==> src/rtl/cbus_arbiter_if.sv <==
`default_nettype none
// ============================================================================
// cbus_pkg / cbus_arbiter_if
// Request/response record types of the cbus, and the bundle of bus signals
// around cbus_arbiter: per-requester request/response arrays plus the single
// downstream request/response pair.
// Revision: 1.0 - initial release
// ============================================================================

package cbus_pkg;

  localparam logic [1:0] BURST_FIXED = 2'b00;
  localparam logic [1:0] BURST_INCR  = 2'b01;

  typedef struct packed {
    logic        valid;
    logic        is_write;
    logic [2:0]  size;     // log2 of bytes per beat
    logic [31:0] addr;
    logic [7:0]  strobe;
    logic [63:0] data;
    logic [3:0]  len;      // beats in burst minus one
    logic [1:0]  burst;
  } cbus_req_t;

  typedef struct packed {
    logic        ready;
    logic        last;
    logic [63:0] data;
  } cbus_resp_t;

endpackage

// The arbiter acts as the cbus master towards the memory slave, so it takes
// the master modport; requesters and the slave model sit on the slave modport.
interface cbus_arbiter_if #(
  parameter int NUM_INPUTS = 2
);
  import cbus_pkg::*;

  cbus_req_t  ireqs  [NUM_INPUTS];
  cbus_resp_t iresps [NUM_INPUTS];
  cbus_req_t  oreq;
  cbus_resp_t oresp;

  modport master (
    input  ireqs,
    output iresps,
    output oreq,
    input  oresp
  );

  modport slave (
    output ireqs,
    input  iresps,
    input  oreq,
    output oresp
  );

endinterface

`default_nettype wire

==> src/rtl/cbus_arbiter.sv <==
`default_nettype none
// ============================================================================
// cbus_arbiter
// Round-robin arbiter sharing one cbus master port among NUM_INPUTS
// requesters. A grant is held for the whole burst, until the ready && last
// beat; requests and responses are passed through combinationally.
// Revision: 1.0 - initial release
// ============================================================================

module cbus_arbiter
  import cbus_pkg::*;
#(
  parameter int NUM_INPUTS = 2
) (
  input  logic           clk,
  input  logic           reset,
  cbus_arbiter_if.master bus
);

  localparam int SEL_W = $clog2(NUM_INPUTS);
  localparam logic [SEL_W-1:0] SEL_LAST = SEL_W'(NUM_INPUTS - 1);

  typedef enum logic [0:0] {
    IDLE = 1'b0,
    BUSY = 1'b1
  } state_t;

  state_t           state, state_nx;
  logic [SEL_W-1:0] sel, sel_nx;
  logic [SEL_W-1:0] last_grant, last_grant_nx;
  logic [SEL_W-1:0] winner;
  logic [SEL_W-1:0] cand;
  logic             any_valid;

  // Round-robin search starting just after the most recent grant, so the
  // requester that finished last gets the lowest priority.
  always_comb begin
    winner    = last_grant;
    any_valid = 1'b0;
    cand      = '0;
    for (int k = 1; k <= NUM_INPUTS; k++) begin
      cand = SEL_W'((int'(last_grant) + k) % NUM_INPUTS);
      if (!any_valid && bus.ireqs[cand].valid) begin
        winner    = cand;
        any_valid = 1'b1;
      end
    end
  end

  // State register; reset leaves input 0 with first priority.
  always_ff @(posedge clk) begin
    if (reset) begin
      state      <= IDLE;
      sel        <= '0;
      last_grant <= SEL_LAST;
    end else begin
      state      <= state_nx;
      sel        <= sel_nx;
      last_grant <= last_grant_nx;
    end
  end

  // Next-state and bus muxing. While BUSY the grant is locked regardless of
  // the requester valids; only the slave's final beat releases it.
  always_comb begin
    state_nx      = state;
    sel_nx        = sel;
    last_grant_nx = last_grant;
    bus.oreq      = '0;
    for (int i = 0; i < NUM_INPUTS; i++) begin
      bus.iresps[i] = '0;
    end

    case (state)
      IDLE: begin
        if (any_valid) begin
          state_nx      = BUSY;
          sel_nx        = winner;
          last_grant_nx = winner;
        end
      end
      BUSY: begin
        bus.oreq        = bus.ireqs[sel];
        bus.iresps[sel] = bus.oresp;
        if (bus.oresp.ready && bus.oresp.last) begin
          state_nx = IDLE;
        end
      end
      default: begin
        state_nx = IDLE;
      end
    endcase
  end

endmodule

`default_nettype wire
==> src/flat_wrapper.sv <==
// flat-port wrapper written by rule: the top's interface ports become plain ports
module cbus_arbiter_flat import cbus_pkg::*;
#(
  parameter int NUM_INPUTS = 2
)
  (clk, reset, bus_ireqs, bus_iresps, bus_oreq, bus_oresp);
  cbus_arbiter_if #(.NUM_INPUTS(NUM_INPUTS)) bus_i ();
  input  logic clk;
  input  logic reset;
  input wire logic [$bits(bus_i.ireqs)-1:0] bus_ireqs;
  output wire logic [$bits(bus_i.iresps)-1:0] bus_iresps;
  output wire logic [$bits(bus_i.oreq)-1:0] bus_oreq;
  input wire logic [$bits(bus_i.oresp)-1:0] bus_oresp;
  assign bus_i.ireqs = {>>{bus_ireqs}};
  assign bus_iresps = {>>{bus_i.iresps}};
  assign bus_oreq = bus_i.oreq;
  assign bus_i.oresp = bus_oresp;
  cbus_arbiter #(.NUM_INPUTS(NUM_INPUTS)) u_core (.clk(clk), .reset(reset), .bus(bus_i));
endmodule
==> config.mk <==
export PLATFORM = sky130hd
export DESIGN_NAME = cbus_arbiter_flat
export DESIGN_NICKNAME = d
export VERILOG_FILES = /design/src/rtl/cbus_arbiter_if.sv /design/src/rtl/cbus_arbiter.sv /design/src/flat_wrapper.sv
export SDC_FILE = /design/constraint.sdc
export NUM_CORES = 1
export LEC_CHECK = 0
export CORE_AREA = 2 2 209 211
export DETAILED_ROUTE_END_ITERATION = 6
export DIE_AREA = 0 0 211 213
export HOLD_SLACK_MARGIN = 0.05
export PLACE_DENSITY = 0.47
export SETUP_SLACK_MARGIN = 0.15
export SLEW_MARGIN = 20
export SYNTH_ARGS = -nofsm -noshare
export SYNTH_HDL_FRONTEND = slang
export SYNTH_SLANG_ARGS = --single-unit
==> constraint.sdc <==
create_clock -name clk -period 1.15 [get_ports clk]
set_input_delay 0.2875 -clock clk [delete_from_list [all_inputs] [get_ports clk]]
set_output_delay 0.2875 -clock clk [all_outputs]
set_load 0.005 [all_outputs]
# Yosys cells after proc, flatten, opt, wreduce, memory -nomap -nowiden
# Cells that the tools add are included.
# word_totals
elab_cells	39
inputBits	298
output_inout_bits	247
reg_bits	3
# op_classes
n_lt_le_gt_ge	4
n_bitwise	5
n_mux	20
reduce_logical	5
add_sub_neg	2
# op_table
cell	n
$mux 115	10
$and 132x132->132	1
$mux 132	1
$demux 66 s1	1
$mux 66	1
$ge 2x2->1 const B	3
$mux 1	6
$not 1->2	3
$logic_and 1x1->1	3
$add 1x1->1 const B	2
$lt 2x1->1 const B	1
$pmux 1 s2	1
$reduce_and 2->1	1
$logic_not 1->1	1
$not 1->1	1

# Depth between registers and ports, before layout
# Gate-level depths: netlist of run 1.
# logic_depth
depth_word	11
depth_mapped	6
ltp_nobuf	3

# Worst setup path before layout of run 1
# Ideal clock, no wire load.
# synth_timing
kind	reg-to-output
startpoint	reg u_core.sel
endpoint	out bus_oreq[100]
stages_incl_launch_ff	6
required_ps	863
path_buffers	3
setup_slack_ps	-97
arrival_time_ps	959
path_cell_list	dfxtp_1 > buf_4 > buf_12 > buf_8 > mux2i_1 > nor2_1
# synth_between
elab_chain_len	5
# synth_lines
item	line_no	text
start: declaration	cbus_arbiter.sv:29	logic [SEL_W-1:0] sel, sel_nx;
start signal: assignment	cbus_arbiter.sv:58	sel <= sel_nx;
$not 1->2 (not written as such)	cbus_arbiter.sv:83	bus.oreq = bus.ireqs[sel];
$mux 115 (not written as such) (3 in a row)	cbus_arbiter.sv:83	
$mux 115	cbus_arbiter.sv:74	case (state)
end: declaration	flat_wrapper.sv:12	output wire logic [$bits(bus_i.oreq)-1:0] bus_oreq;
# No other way between the ends. The select of a mux whose other input is x is not followed.

# Worst setup path after layout of run 1
# layout_timing
startpoint	reg u_core.sel
endpoint	out bus_iresps[117]
# layout_between
elab_chain_len	7
elab_cells_between_ends	8
cone_classes	order compare: 2; mux: 3; bitwise: 2; reduce/logical: 1
# layout_lines
item	line_no	text
$not 1->2 (not written as such) (*)	cbus_arbiter.sv:84	bus.iresps[sel] = bus.oresp;
$ge 2x2->1 (not written as such) or $lt 2x1->1 (tied branches)	cbus_arbiter.sv:84	
$logic_and 1x1->1 (not written as such)	cbus_arbiter.sv:84	
$mux 66 (not written as such)	cbus_arbiter.sv:84	
$demux 66 s1 (*)	cbus_arbiter.sv:84	
$and 132x132->132 (no line) (*)	--	
$mux 132 (*)	cbus_arbiter.sv:74	
end: declaration	flat_wrapper.sv:11	output wire logic [$bits(bus_i.iresps)-1:0] bus_iresps;
# Mark *: on every way between the ends. The rest lies on a longest branch, timed or not.

==> results of run 1 <==
report_power, final:
part | leakage (nW) | total [W] | switching [W] | internal (W)
combinational | 5.33 | 0.00440 | 0.00150 | 0.00290
sequential | 0.0261 | 0.000126 | 0.0000131 | 0.000113
clock | 0.0382 | 0.000543 | 0.0000864 | 0.000457
how the worst max path moves through the flow:
stage / startpoint / to / slack [ns] / depth (start not counted)
after floorplan: u_core.sel / bus_oreq[100] / -0.09 / 5
after global placement: u_core.sel / bus_oreq[80] / -0.89 / 4
after detailed placement: u_core.sel / bus_oreq[80] / -0.87 / 4
after CTS: u_core.sel / bus_oreq[30] / -0.98 / 6
after global routing: u_core.sel / bus_iresps[122] / -0.87 / 9
final: u_core.sel / bus_iresps[117] / -0.81 / 9
logic make-up after synthesis:
kind of cell           share of synthesized area
and+or+nand+nor                            0.441
muxes                                      0.392
AOI/OAI and AO/OA                        0.00894
buffers and inverters                      0.138
DFF                                       0.0204
cell type report:
class / count / area, µm² / share of cell area
repair buffers: 707 / 7130 / 0.652
inverters: 1 / 8.76 / 0.000800
well taps: 546 / 683 / 0.0624
diodes: 2 / 5.00 / 0.000457
flip-flops and latches: 3 / 67.6 / 0.00617
multi-input cells: 372 / 2970 / 0.271
clock buffers: 4 / 78.8 / 0.00720
stage by stage:
step | total power, W | cell area (µm²) | setup slack (ns) | utilization | TNS (ns)
final | 0.00507 | 10900 | -0.808 | 0.256 | -147.97
after detailed placement | 0.00367 | 9270 | -0.874 | 0.217 | -175.63
after CTS | 0.00434 | 9600 | -0.981 | 0.225 | -208.73
after global placement | 0.00368 | 9270 | -0.891 | 0.217 | -176.85
after floorplan | 0.00137 | 3180 | -0.0855 | - | -12.76
after global routing | 0.00537 | 10900 | -0.868 | 0.256 | -161.01
worst register-to-register path, cell delays in order, from the launching register on:
cell       delay [ns]
dfxtp_4          0.36
buf_12           0.14
buf_4            0.13
buf_6            0.11
clkbuf_16        0.15
buf_8            0.13
buf_6            0.11
a32oi_1          0.13
nor2_1           0.06
cells in the mapped netlist, drive strengths merged:
master,n,area [µm²]
inv,1,6.26
and2,65,407
and3,66,413
clkbuf,20,82.6
nand2b,1,6.26
nor3,1,5.00
a32oi,1,8.76
mux2i,115,1150
nor3b,1,7.51
a211o,1,8.76
buf,28,317
dfxtp,3,60.1
nand2,2,7.51
a311oi,1,8.76
nor2,118,450
metal layers:
layer,share of wire,track usage,wire (µm),vias up
li1,-,-,-,2762
met1,0.36,0.0939,9220,2555
met2,0.56,0.177,14200,297
met3,0.073,0.0222,1850,8
met4,0.0084,0.0165,215,0
met5,0,0,0,-
registers in the layout, indices dropped and copies added (netlist names):
signal and cells:
u_core.last_grant 1, u_core.sel 1, u_core.state 1
timing repair:
item / 4_1_cts / 5_1_grt
buffers inserted: 16 / 90
setup endpoints to repair: 250 / 250
pin swaps: 8 / 23
hold buffers: 0 / 0
cloned: 2 / 13
gates resized for setup: 157 / 697
==> key figures, run 1 <==
Outcome
  • Outcome: complete, but fails checks
  • Failing checks: setup timing

STA
  • Fin crit period: 1.96 ns
  • Setup ws final: -0.808 ns
  • Final hold vios: 0
  • RSZ-0062 raised after global routing: true
  • Fmax: 511 MHz
  • Worst-Margin Slew: roughly 0.35 ns
  • Setup Skew: 0.000744 ns
  • Slew Viols, Final: 0
  • Slew HR: 0.764
  • Final setup vio count: 249
  • Period utilisation layout: 1.70
  • Hold slack final: 0.449 ns

Critical path
  • Worst EP required: approximately 0.86 ns
  • Setup crit start kind: register
  • Max FO, Critical Path: 6
  • Critical path's top delay family: buffers and inverters
  • CP endpoint kind: output port
  • Reg2Reg Setup Slack: -0.30 ns
  • CP Cell Sequence: buf_12, buf_6, nor2_4, buf_6, buf_6, clkbuf_16, buf_8, and2_4, buf_6
  • Buf/Inv on CP: 7
  • CP peak stage delay: 0.36 ns
  • Crit path DAT: 1.67 ns
  • R2R cell count: 8
  • Worst reg2reg path endpoint: u_core.sel
  • Top cell by count, worst path: buf_6
  • Slowest CP cell: dfxtp_4
  • R2R Path Start: u_core.sel
  • Critical path class: register to output port

Floorplan
  • I/O Pins: 545
  • Initial Utilization: 0.0688
  • Die H: 213 µm
  • Die Area: 44900 µm²
  • Placeable Area: 42700 µm²
  • Die X: 211 µm
  • Cell Rows: 76

Finish
  • Post-route insts no fill: 1635
  • Most frequent cells in the layout: clkdlybuf4s50_1 (294), buf_6 (141), nor2_1 (109), mux2i_1 (100), clkbuf_2 (79)
  • Fin nets: 1386
  • Fill count: 4667
  • Most common cell after layout, fill and taps aside: clkdlybuf4s50_1
  • Layout cells sized above 1: 0.461
  • Area growth, synth to finish: 272%

Place
  • PortBufs: 544
  • DP Wirelength: 19100 µm
  • Placer Congestion: 0.812
  • Placed Instances: between 1500 and 2000

Routing
  • Via density: ~3.4
  • Drt drc: 0
  • Post-Route WL: 25500 µm
  • Antenna Nets Post-Route: 0
  • Pre-antenna DRT Iters: 4
  • Routed length per placed instance: 15.6 µm
  • Vias: 5622
  • DRT iter0 DRCs: 130

Min path
  • Worst hold path class: input port to register
  • Hold path endpoint: u_core.state
  • Hold Crit Depth: 3
  • Hold_sp: bus_oresp[65]

GRT
  • Gr usage total: 0.0889
  • Vias in the first global route: ~5200
  • Antenna violations before repair: 2
  • GRT Residual Overflow: 0
  • First-pass GRT wire length: slightly above 30000 µm
  • Largest net degree at the start of global routing: slightly above 50

Clock network
  • Clock transition at path regs: 0.03 ns
  • Clock latency on the worst-skew pair: 0.22 ns
  • Number of buffers created by CTS: 3
  • H-tree lvl count: 1
  • Deepest clock path buffer count: 2
  • CTS sink cnt: 3
  • Root Driver: clkbuf_16
  • CTS tree: done

Yosys
  • Synth cell types: 21
  • Net count after synthesis: 722
  • Sequential share of the synthesized area: 0.0204
  • Synthesized cell area: 2940 µm²
  • Mean Syn Cell Area: just under 7 µm²
  • #FFs+latches synth: 3
  • Yosys warns: 0
  • Gate Count Post-Synth: roughly 420

Flow run
  • Max-Cap Viols: 0

Pwr
  • Static leakage: between 5 and 6 nW
  • Worst vdd ir: 0.375 mV
  • Pwr Density: 463 nW/µm²
Note: power is estimated with default switching activity, not from simulation.
==> run 2, diff against run 1 <==
--- a/config.mk
+++ b/config.mk
@@ -11,7 +11,7 @@
 export HOLD_SLACK_MARGIN = 0.05
 export PLACE_DENSITY = 0.47
 export SETUP_SLACK_MARGIN = 0.15
-export SLEW_MARGIN = 20
+export SLEW_MARGIN = 0
 export SYNTH_ARGS = -nofsm -noshare
 export SYNTH_HDL_FRONTEND = slang
 export SYNTH_SLANG_ARGS = --single-unit
==> results of run 2 <==
Same layout as run 1: the final DEF is identical, and so are final timing and power.
